<file path="config.mk">
export PLATFORM = sky130hd
export DESIGN_NAME = vta_mem_arbiter
export DESIGN_NICKNAME = d
export VERILOG_FILES = /design/src/rtl/vta_mem_pkg.sv /design/src/rtl/vta_mem_arbiter_rr.sv /design/src/rtl/vta_mem_arbiter.sv
export SDC_FILE = /design/constraint.sdc
export NUM_CORES = 1
export LEC_CHECK = 0
export CORE_AREA = 2 2 216 218
export CTS_CLUSTER_DIAMETER = 60
export CTS_CLUSTER_SIZE = 16
export DETAILED_ROUTE_END_ITERATION = 10
export DIE_AREA = 0 0 218 220
export HOLD_SLACK_MARGIN = 0.06
export PLACE_DENSITY = 0.39
export SLEW_MARGIN = 10
export SYNTH_ARGS = -nofsm -noshare
export SYNTH_HDL_FRONTEND = slang
export SYNTH_HIERARCHICAL = 1
export SYNTH_SLANG_ARGS = --single-unit
export TNS_END_PERCENT = 1
</file>
<file path="constraint.sdc">
create_clock -name clock -period 3 [get_ports clock]
set_clock_uncertainty 0.1 [all_clocks]
set_input_delay 0.6 -clock clock [delete_from_list [all_inputs] [get_ports clock]]
set_output_delay 0.6 -clock clock [all_outputs]
set_load 0.01 [all_outputs]
</file>
<file path="src/rtl/vta_mem_pkg.sv">
// Shared opcode constants, FSM state type and index-width helper for the memory arbiter.
package vta_mem_pkg;

    localparam logic MEM_OP_RD = 1'b0;
    localparam logic MEM_OP_WR = 1'b1;

    typedef enum logic [1:0] {
        IDLE  = 2'd0,
        REQ   = 2'd1,
        WDATA = 2'd2,
        RDATA = 2'd3
    } mem_state_e;

    // Width of a client index; never zero so a single-bit select always exists.
    function automatic int idx_bits(input int n);
        return (n > 1) ? $clog2(n) : 1;
    endfunction

endpackage

</file>
<file path="src/rtl/vta_mem_arbiter_rr.sv">
// Round-robin arbiter: first requester at or after the pointer wins; pointer moves past
// the winner on accept.
module rr_arbiter
    import vta_mem_pkg::*;
#(
    parameter int N = 2
) (
    input  logic                     clock,
    input  logic                     reset,
    input  logic [N-1:0]             req,
    input  logic                     en,
    input  logic                     accept,
    output logic [N-1:0]             grant,
    output logic [idx_bits(N)-1:0]   grant_idx,
    output logic                     grant_valid
);

    localparam int IW = idx_bits(N);

    logic [IW-1:0] ptr_reg;
    logic [IW-1:0] ptr_next;
    logic          found;

    always_comb begin
        found     = 1'b0;
        grant_idx = '0;
        for (int off = 0; off < N; off++) begin
            int j;
            j = int'(ptr_reg) + off;
            if (j >= N) j = j - N;
            if (!found && req[j]) begin
                found     = 1'b1;
                grant_idx = IW'(j);
            end
        end
    end

    assign grant_valid = found && en;

    for (genvar gi = 0; gi < N; gi++) begin : g_grant
        assign grant[gi] = grant_valid && (grant_idx == IW'(gi));
    end

    assign ptr_next = (grant_idx == IW'(N - 1)) ? '0 : grant_idx + 1'b1;

    always_ff @(posedge clock) begin
        if (reset) begin
            ptr_reg <= '0;
        end else if (accept) begin
            ptr_reg <= ptr_next;
        end
    end

endmodule

</file>
<file path="src/rtl/vta_mem_arbiter.sv">
// Shares one VTAMemDPI-style memory port among NUM_CLIENTS burst clients, one burst
// in flight at a time, with data routed only to or from the granted client.
module vta_mem_arbiter
    import vta_mem_pkg::*;
#(
    parameter int NUM_CLIENTS   = 2,
    parameter int MEM_LEN_BITS  = 8,
    parameter int MEM_ADDR_BITS = 64,
    parameter int MEM_DATA_BITS = 64
) (
    input  logic                                       clock,
    input  logic                                       reset,
    input  logic [NUM_CLIENTS-1:0]                     cli_req_valid,
    output logic [NUM_CLIENTS-1:0]                     cli_req_ready,
    input  logic [NUM_CLIENTS-1:0]                     cli_req_opcode,
    input  logic [NUM_CLIENTS-1:0][MEM_LEN_BITS-1:0]   cli_req_len,
    input  logic [NUM_CLIENTS-1:0][MEM_ADDR_BITS-1:0]  cli_req_addr,
    input  logic [NUM_CLIENTS-1:0]                     cli_wr_valid,
    output logic [NUM_CLIENTS-1:0]                     cli_wr_ready,
    input  logic [NUM_CLIENTS-1:0][MEM_DATA_BITS-1:0]  cli_wr_bits,
    output logic [NUM_CLIENTS-1:0]                     cli_rd_valid,
    input  logic [NUM_CLIENTS-1:0]                     cli_rd_ready,
    output logic [MEM_DATA_BITS-1:0]                   cli_rd_bits,
    output logic                                       mem_req_valid,
    output logic                                       mem_req_opcode,
    output logic [MEM_LEN_BITS-1:0]                    mem_req_len,
    output logic [MEM_ADDR_BITS-1:0]                   mem_req_addr,
    output logic                                       mem_wr_valid,
    output logic [MEM_DATA_BITS-1:0]                   mem_wr_bits,
    input  logic                                       mem_rd_valid,
    input  logic [MEM_DATA_BITS-1:0]                   mem_rd_bits,
    output logic                                       mem_rd_ready
);

    localparam int IW = idx_bits(NUM_CLIENTS);

    mem_state_e               state_reg,  state_next;
    logic [IW-1:0]            grant_reg,  grant_next;
    logic                     opcode_reg, opcode_next;
    logic [MEM_LEN_BITS-1:0]  len_reg,    len_next;
    logic [MEM_ADDR_BITS-1:0] addr_reg,   addr_next;
    logic [MEM_LEN_BITS-1:0]  cnt_reg,    cnt_next;

    logic [NUM_CLIENTS-1:0] arb_grant;
    logic [IW-1:0]          arb_idx;
    logic                   arb_valid;
    logic                   arb_en;
    logic                   wr_beat;
    logic                   rd_beat;

    // Arbitration is held off while reset is asserted so no request is accepted then.
    assign arb_en = (state_reg == IDLE) && !reset;

    rr_arbiter #(.N(NUM_CLIENTS)) u_rr (
        .clock       (clock),
        .reset       (reset),
        .req         (cli_req_valid),
        .en          (arb_en),
        .accept      (arb_valid),
        .grant       (arb_grant),
        .grant_idx   (arb_idx),
        .grant_valid (arb_valid)
    );

    assign cli_req_ready = arb_grant;
    assign cli_rd_bits   = mem_rd_bits;

    for (genvar gi = 0; gi < NUM_CLIENTS; gi++) begin : g_client
        logic is_granted;
        assign is_granted       = (grant_reg == IW'(gi));
        assign cli_wr_ready[gi] = (state_reg == WDATA) && is_granted;
        assign cli_rd_valid[gi] = (state_reg == RDATA) && is_granted && mem_rd_valid;
    end

    assign mem_req_valid  = (state_reg == REQ);
    assign mem_req_opcode = opcode_reg;
    assign mem_req_len    = len_reg;
    assign mem_req_addr   = addr_reg;

    assign mem_wr_valid = (state_reg == WDATA) && cli_wr_valid[grant_reg];
    assign mem_wr_bits  = (state_reg == WDATA) ? cli_wr_bits[grant_reg] : '0;
    assign mem_rd_ready = (state_reg == RDATA) && cli_rd_ready[grant_reg];

    assign wr_beat = mem_wr_valid;
    assign rd_beat = mem_rd_valid && mem_rd_ready;

    always_comb begin
        state_next  = state_reg;
        grant_next  = grant_reg;
        opcode_next = opcode_reg;
        len_next    = len_reg;
        addr_next   = addr_reg;
        cnt_next    = cnt_reg;
        case (state_reg)
            IDLE: begin
                if (arb_valid) begin
                    grant_next  = arb_idx;
                    opcode_next = cli_req_opcode[arb_idx];
                    len_next    = cli_req_len[arb_idx];
                    addr_next   = cli_req_addr[arb_idx];
                    cnt_next    = cli_req_len[arb_idx];
                    state_next  = REQ;
                end
            end
            REQ: begin
                state_next = (opcode_reg == MEM_OP_WR) ? WDATA : RDATA;
            end
            WDATA, RDATA: begin
                // The counter holds beats remaining after this one; zero marks the last beat.
                if ((state_reg == WDATA) ? wr_beat : rd_beat) begin
                    if (cnt_reg == '0) state_next = IDLE;
                    else               cnt_next   = cnt_reg - 1'b1;
                end
            end
            default: state_next = IDLE;
        endcase
    end

    always_ff @(posedge clock) begin
        if (reset) begin
            state_reg  <= IDLE;
            grant_reg  <= '0;
            opcode_reg <= 1'b0;
            len_reg    <= '0;
            addr_reg   <= '0;
            cnt_reg    <= '0;
        end else begin
            state_reg  <= state_next;
            grant_reg  <= grant_next;
            opcode_reg <= opcode_next;
            len_reg    <= len_next;
            addr_reg   <= addr_next;
            cnt_reg    <= cnt_next;
        end
    end

endmodule

</file>
==> out/metrics.cfg <==
[status]
outcome = complete, no violations

[power]
seqPwrFrac = 0.246
vdd_drop_max_v = 0.000276
switchingPower_mw = 2.68
pwr-share-clk = 0.176
cellPowerDensity_nw_per_um2 = 694
switching_share = 0.379
p_int_mw = 4.39
power_frac_comb = 0.578
power_mw = 7.07
p_leak_nw = 3.63

[yosys]
ys_warn_count = 6
yosys.area.top_type = dfxtp_1
synth.avg_cell_area_sq_um = 8.78
ys_seq_elements = 85
ys.flop_type = dfxtp_1
synth_edf_count = 0
synthesis.area_sq_um = 5080
yosys.cell_types.count = 38
synth_top_area_frac = 0.335
ys_async_sr_fraction = 0
synth_area_leaders = dfxtp_1 (34%), mux2i_1 (15%), a22o_1 (11%)
syn-instance-count = 578
seq_area_frac_synth = 0.335
syn-num-nets = 927

[timing]
period_minus_slack_ns = 2.86
hold_violations = 0
final.period_utilization = 0.955
fmax_mhz = 349
hold_slack_ns = 0.385
setup_viol = 0
maxSlewViolCount = 0
worst_slew_pin_slew_ns = 0.737
rsz0062_at_grt = false
fin_tns_setup_ns = 0
slew_headroom = 0.509

[setup_path]
worstPathCellList = nand2b_2, nor2_4, buf_12, a22o_1, clkdlybuf4s50_1
worstPathArrival_ns = 2.16
crit_required_ns = 2.30
cp_slowest_cell = clkdlybuf4s50_1
r2r_start = state_reg[0]
cp_max_fo = 23
reg2regPathDepth = 7
worstSetupEndpointType = primary output
max_stage_delay_ns = 0.58
worstSetupPathType = flop to primary output
r2r_setup_slack_ns = 0.51
cpLargestDelayFamily = buffers and inverters
startpoint_type = flop
worstReg2RegEnd = cnt_reg[3]
crit_buf_inv = 2

[drt]
viasPerCell = 3.64
drt-initial-drc-count = 171
vias = 5656
wire_per_inst_um = 19.2
drt-total-wl_um = 29800
drc_errors = 0
dr.pass1.iters = 4
ant_nets = 0

[min_path]
hold_path_startpoint = cnt_reg[7]
hold_depth = 2
hold_path_end = cnt_reg[7]
hold_path.class = flop to flop

[final_layout]
fin_cells = 1553
fin_nets = 1292
largest_register_ffs = 64
drive_above_1_share = 0.0835
syn_to_final_growth_pct = 101
diodes = 0
fillCellCount = 5047

[grt]
track_usage = 0.118
grt_pass1_vias = 5827
antenna_found_initial = 0
grt_max_degree = 61
grt_pass1_wl_um = 40500
overflow = 0

[floorplanning]
initial_utilization = 0.111
num_rows = 79
core_sq_um = 45900
die_area_sq_um = 48000
die_w_um = 218
dieHeight_um = 220
ios = 557

[cts]
cts_made_buffers = 9
cts_tree = yes
cts_buffer_depth = 2
clock_sinks = 85
clkLatencyLatePin_ns = 0.36
cts-root-buf = clkbuf_16
htreeDepth = 3
clk_pin_slew_ns = 0.06

[placed_design]
port_buffers = 428
dpl.hpwl_um = 24600
post-place-cells = 1538
globalplace.congestion = 0.744

[run]
maxCapViolations = 0

-- routing by layer --
metal / global-route usage / vias to the layer above / share of wire
li1: - / 2783 / -
met1: 0.127 / 2531 / 0.39
met2: 0.217 / 320 / 0.50
met3: 0.0468 / 22 / 0.098
met4: 0.0274 / 0 / 0.012
met5: 0.00208 / - / 0
-- how the worst max path moves through the flow --
stage	start	endpoint	slack, ns	cells past startpoint
floorplan	reset	mem_req_addr[0]	0.46	8
global placement	reset	cnt_reg[3]	0.24	7
detailed placement	mem_rd_valid	cli_rd_valid[0]	0.24	4
CTS	state_reg[0]	mem_wr_bits[62]	0.001	5
global route	state_reg[0]	mem_wr_bits[62]	0.03	5
finish	state_reg[0]	mem_wr_bits[55]	0.14	5
-- cells in the mapped netlist (all sizes together) (2+ instances only) --
cell    count
or4         3
clkbuf     23
and3        2
a22o       64
a211oi     68
o21ai       4
buf        91
a31oi      10
nor4        2
inv         4
nor3        2
dfxtp      85
or3         3
nor2       93
nand3       4
a21oi      11
nand2b      4
nand2      12
o21a        2
ha          2
and2        2
mux2i      78
-- stage by stage --
step | setup slack [ns] | util | area, sq um
2_1_floorplan | 0.459 | - | 5080
3_3_place_gp | 0.237 | 0.216 | 9890
3_5_place_dp | 0.237 | 0.216 | 9890
4_1_cts | 0.00109 | 0.222 | 10200
5_1_grt | 0.0279 | 0.222 | 10200
6_report | 0.136 | 0.222 | 10200
-- tightest hold or removal path: cells and delay by family, from the launching register on --
kind / cells / cell delay (ns)
DFF: 1 / 0.31
AOI/OAI and AO/OA: 2 / 0.13
-- cells in the final DEF, fill, tap and decap left out, drive strengths merged, types with 2 or more instances in the layout --
master         Yosys  final
and2               2      2
nor2              93     93
dfxtp             85     85
a21oi             11     11
or4                3      3
nor4               2      2
nor3               2      2
or3                3      3
ha                 2      2
clkdlybuf4s50      0    408
and3               2      2
a31oi             10     10
bufinv             0      2
o21a               2      2
nand3              4      4
mux2i             78     78
inv                4      4
buf               91     53
nand2b             4      4
clkinvlp           0      2
a22o              64     64
dlygate4sd2        0      7
o21ai              4      4
clkbuf            23     10
a211oi            68     68
nand2             12     12
-- power by group through the flow --
| stage | clock network (mW) | logic [mW] | registers, mW |
|---|---|---|---|
| 2_1_floorplan | 0 | 1.73 | 1.88 |
| 3_3_place_gp | 0 | 4.19 | 1.76 |
| 3_5_place_dp | 0 | 4.17 | 1.77 |
| 4_1_cts | 1.32 | 4.20 | 1.75 |
| 5_1_grt | 1.36 | 4.46 | 1.80 |
| 6_report | 1.24 | 4.09 | 1.74 |
-- cells by family (layout without fill, tap and decap cells) --
| kind of cell | Yosys count | in the layout | synth area share |
|---|---|---|---|
| buffers and inverters | 118 | 486 | 0.139 |
| flip-flops | 85 | 85 | 0.335 |
| adder cells (fa/ha/maj) | 2 | 2 | 0.00493 |
| multiplexers | 79 | 79 | 0.157 |
| AND/OR/NAND/NOR | 131 | 131 | 0.115 |
| AO/OA/AOI/OAI | 163 | 163 | 0.250 |
-- cell type report --
cell class / instances / area (sq um) / area share
Timing Repair Buffer: 468 / 4720 / 0.463
Multi-Input combinational cell: 375 / 2690 / 0.264
Sequential cell: 85 / 1700 / 0.167
Tap cell: 607 / 759 / 0.0745
Clock buffer: 10 / 229 / 0.0225
Clock inverter: 4 / 75.1 / 0.00737
Inverter: 4 / 15.0 / 0.00147
-- what timing repair did --
action	CTS	global route
pin swaps	1	1
setup endpoints to repair	9	15
endpoints found under the hold margin	0	0
buffers inserted	1	0
resized for setup	7	1
hold buffers	0	0
cloned	0	0
(Power assumes the default switching activity.)
==> edit (config.mk and constraints unchanged) <==
Set the parameter `MEM_DATA_BITS` to 72 (it was 64).
--- a/src/rtl/vta_mem_arbiter.sv
+++ b/src/rtl/vta_mem_arbiter.sv
@@ -6,7 +6,7 @@
     parameter int NUM_CLIENTS   = 2,
     parameter int MEM_LEN_BITS  = 8,
     parameter int MEM_ADDR_BITS = 64,
-    parameter int MEM_DATA_BITS = 64
+    parameter int MEM_DATA_BITS = 72
 ) (
     input  logic                                       clock,
     input  logic                                       reset,
Ports: changed (resized cli_rd_bits, cli_wr_bits, mem_rd_bits and mem_wr_bits); port bits go from 557 to 597. No check against the original RTL was run, so the function may have changed too.
==> edit against the original RTL <==
- setup slack worse by 0.055 ns
- sequential cell count did not move
- first-iteration DRC count grew 19%
- total power is 0.82% higher
- cell area increased by 5.8%
- wire length grew 21%
- synthesized area up 6.3%
- final cell count up 2.6%
- combinational power hardly changed
- synthesized cell count increased by 3.8%
- utilization grew 1.3 points
- largest cell class unchanged
- largest power group unchanged
- highest routed layer is now met5
==> edit: results (changes against the original RTL) <==
GP Congestion 0.749 (was 0.744); Non-Filler Instances 1594 (was 1553); share of cells above drive strength 1 0.0912 (was 0.0835); Clk pwr share 0.188 (was 0.176); M1 WL 13.8 mm (was 11.5 mm); crit-path max FO 48 (was 23); initial antenna violation count 4 (was 0); Syn Nets 973 (was 927); first-pass GRT wire length 47.7 mm (was 40.5 mm); largest net degree at the start of global routing 49 (was 61); comb pwr 4100 uW (was 4090 uW); post-detailed-route via-to-cell ratio 3.85 (was 3.64); Seq/Total Area, Yosys 0.315 (was 0.335); DR top layer met5 (was met4); Yosys top cell area share 0.315 (was 0.335); top cells by area, synth dfxtp_1 (32%), mux2i_1 (14%), a22o_1 (12%) (was dfxtp_1 (34%), mux2i_1 (15%), a22o_1 (11%)); status finished clean (unchanged); Slew headroom 0.618 (was 0.509); vias in the first global route 6186 (was 5827); LEAKAGE 0.00396 uW (was 0.00363 uW); GR Util met3 0.0805 (was 0.0468); fillers 5045 (was 5047); library cells used by synthesis 49 (was 38); Cells after Synth 600 (was 578); Post-layout nets 1355 (was 1292); gr usage total 0.143 (was 0.118)
[edit: per-stage QoR]
stage	hold slack, ns	total power [uW]	area, sq um	setup slack [ns]
after global placement	0.353	5830	10400	0.177
after CTS	0.360	7310	10800	0.0426
after floorplan	0.381	3540	5400	0.419
after global routing	0.377	7610	10800	0.000608
final	0.358	7130	10800	0.0809
after detailed placement	0.351	5810	10400	0.194
[edit: cell type report]
class | instances | share of cell area
Timing Repair Buffer | 497 | 0.473
Inverter | 5 | 0.00174
Clock buffer | 12 | 0.0229
Clock inverter | 4 | 0.00882
Multi-Input combinational cell | 384 | 0.265
Sequential cell | 85 | 0.158
Tap cell | 607 | 0.0704
[edit: kinds of logic (layout without fill, tap and decap cells)]
| group | after synthesis | in the layout | synth area share |
|---|---|---|---|
| AO/OA/AOI/OAI | 173 | 173 | 0.263 |
| buffers and inverters | 131 | 518 | 0.158 |
| AND/OR/NAND/NOR | 130 | 130 | 0.111 |
| flip-flops | 85 | 85 | 0.315 |
| multiplexers | 79 | 79 | 0.148 |
| adder cells (fa/ha/maj) | 2 | 2 | 0.00464 |
[edit: worst paths after layout]
| path | start | end | slack, ns | depth (start not counted) |
|---|---|---|---|---|
| min | mem_req_len[2] | mem_req_len[2] | 0.36 | 2 |
| max reg2reg | state_reg[1] | cnt_reg[4] | 0.48 | 9 |
| max | state_reg[0] | mem_wr_bits[46] | 0.08 | 5 |
| min reg2reg | mem_req_len[2] | mem_req_len[2] | 0.36 | 2 |
[edit: repair_timing]
| action | 4_1_cts | 5_1_grt |
|---|---|---|
| gates resized for setup | 4 | 7 |
| endpoints found under the hold margin | 0 | 0 |
| buffers inserted | 1 | 0 |
| endpoints found under the setup margin | 31 | 13 |
| gates cloned | 1 | 0 |
| pin swaps | 1 | 1 |
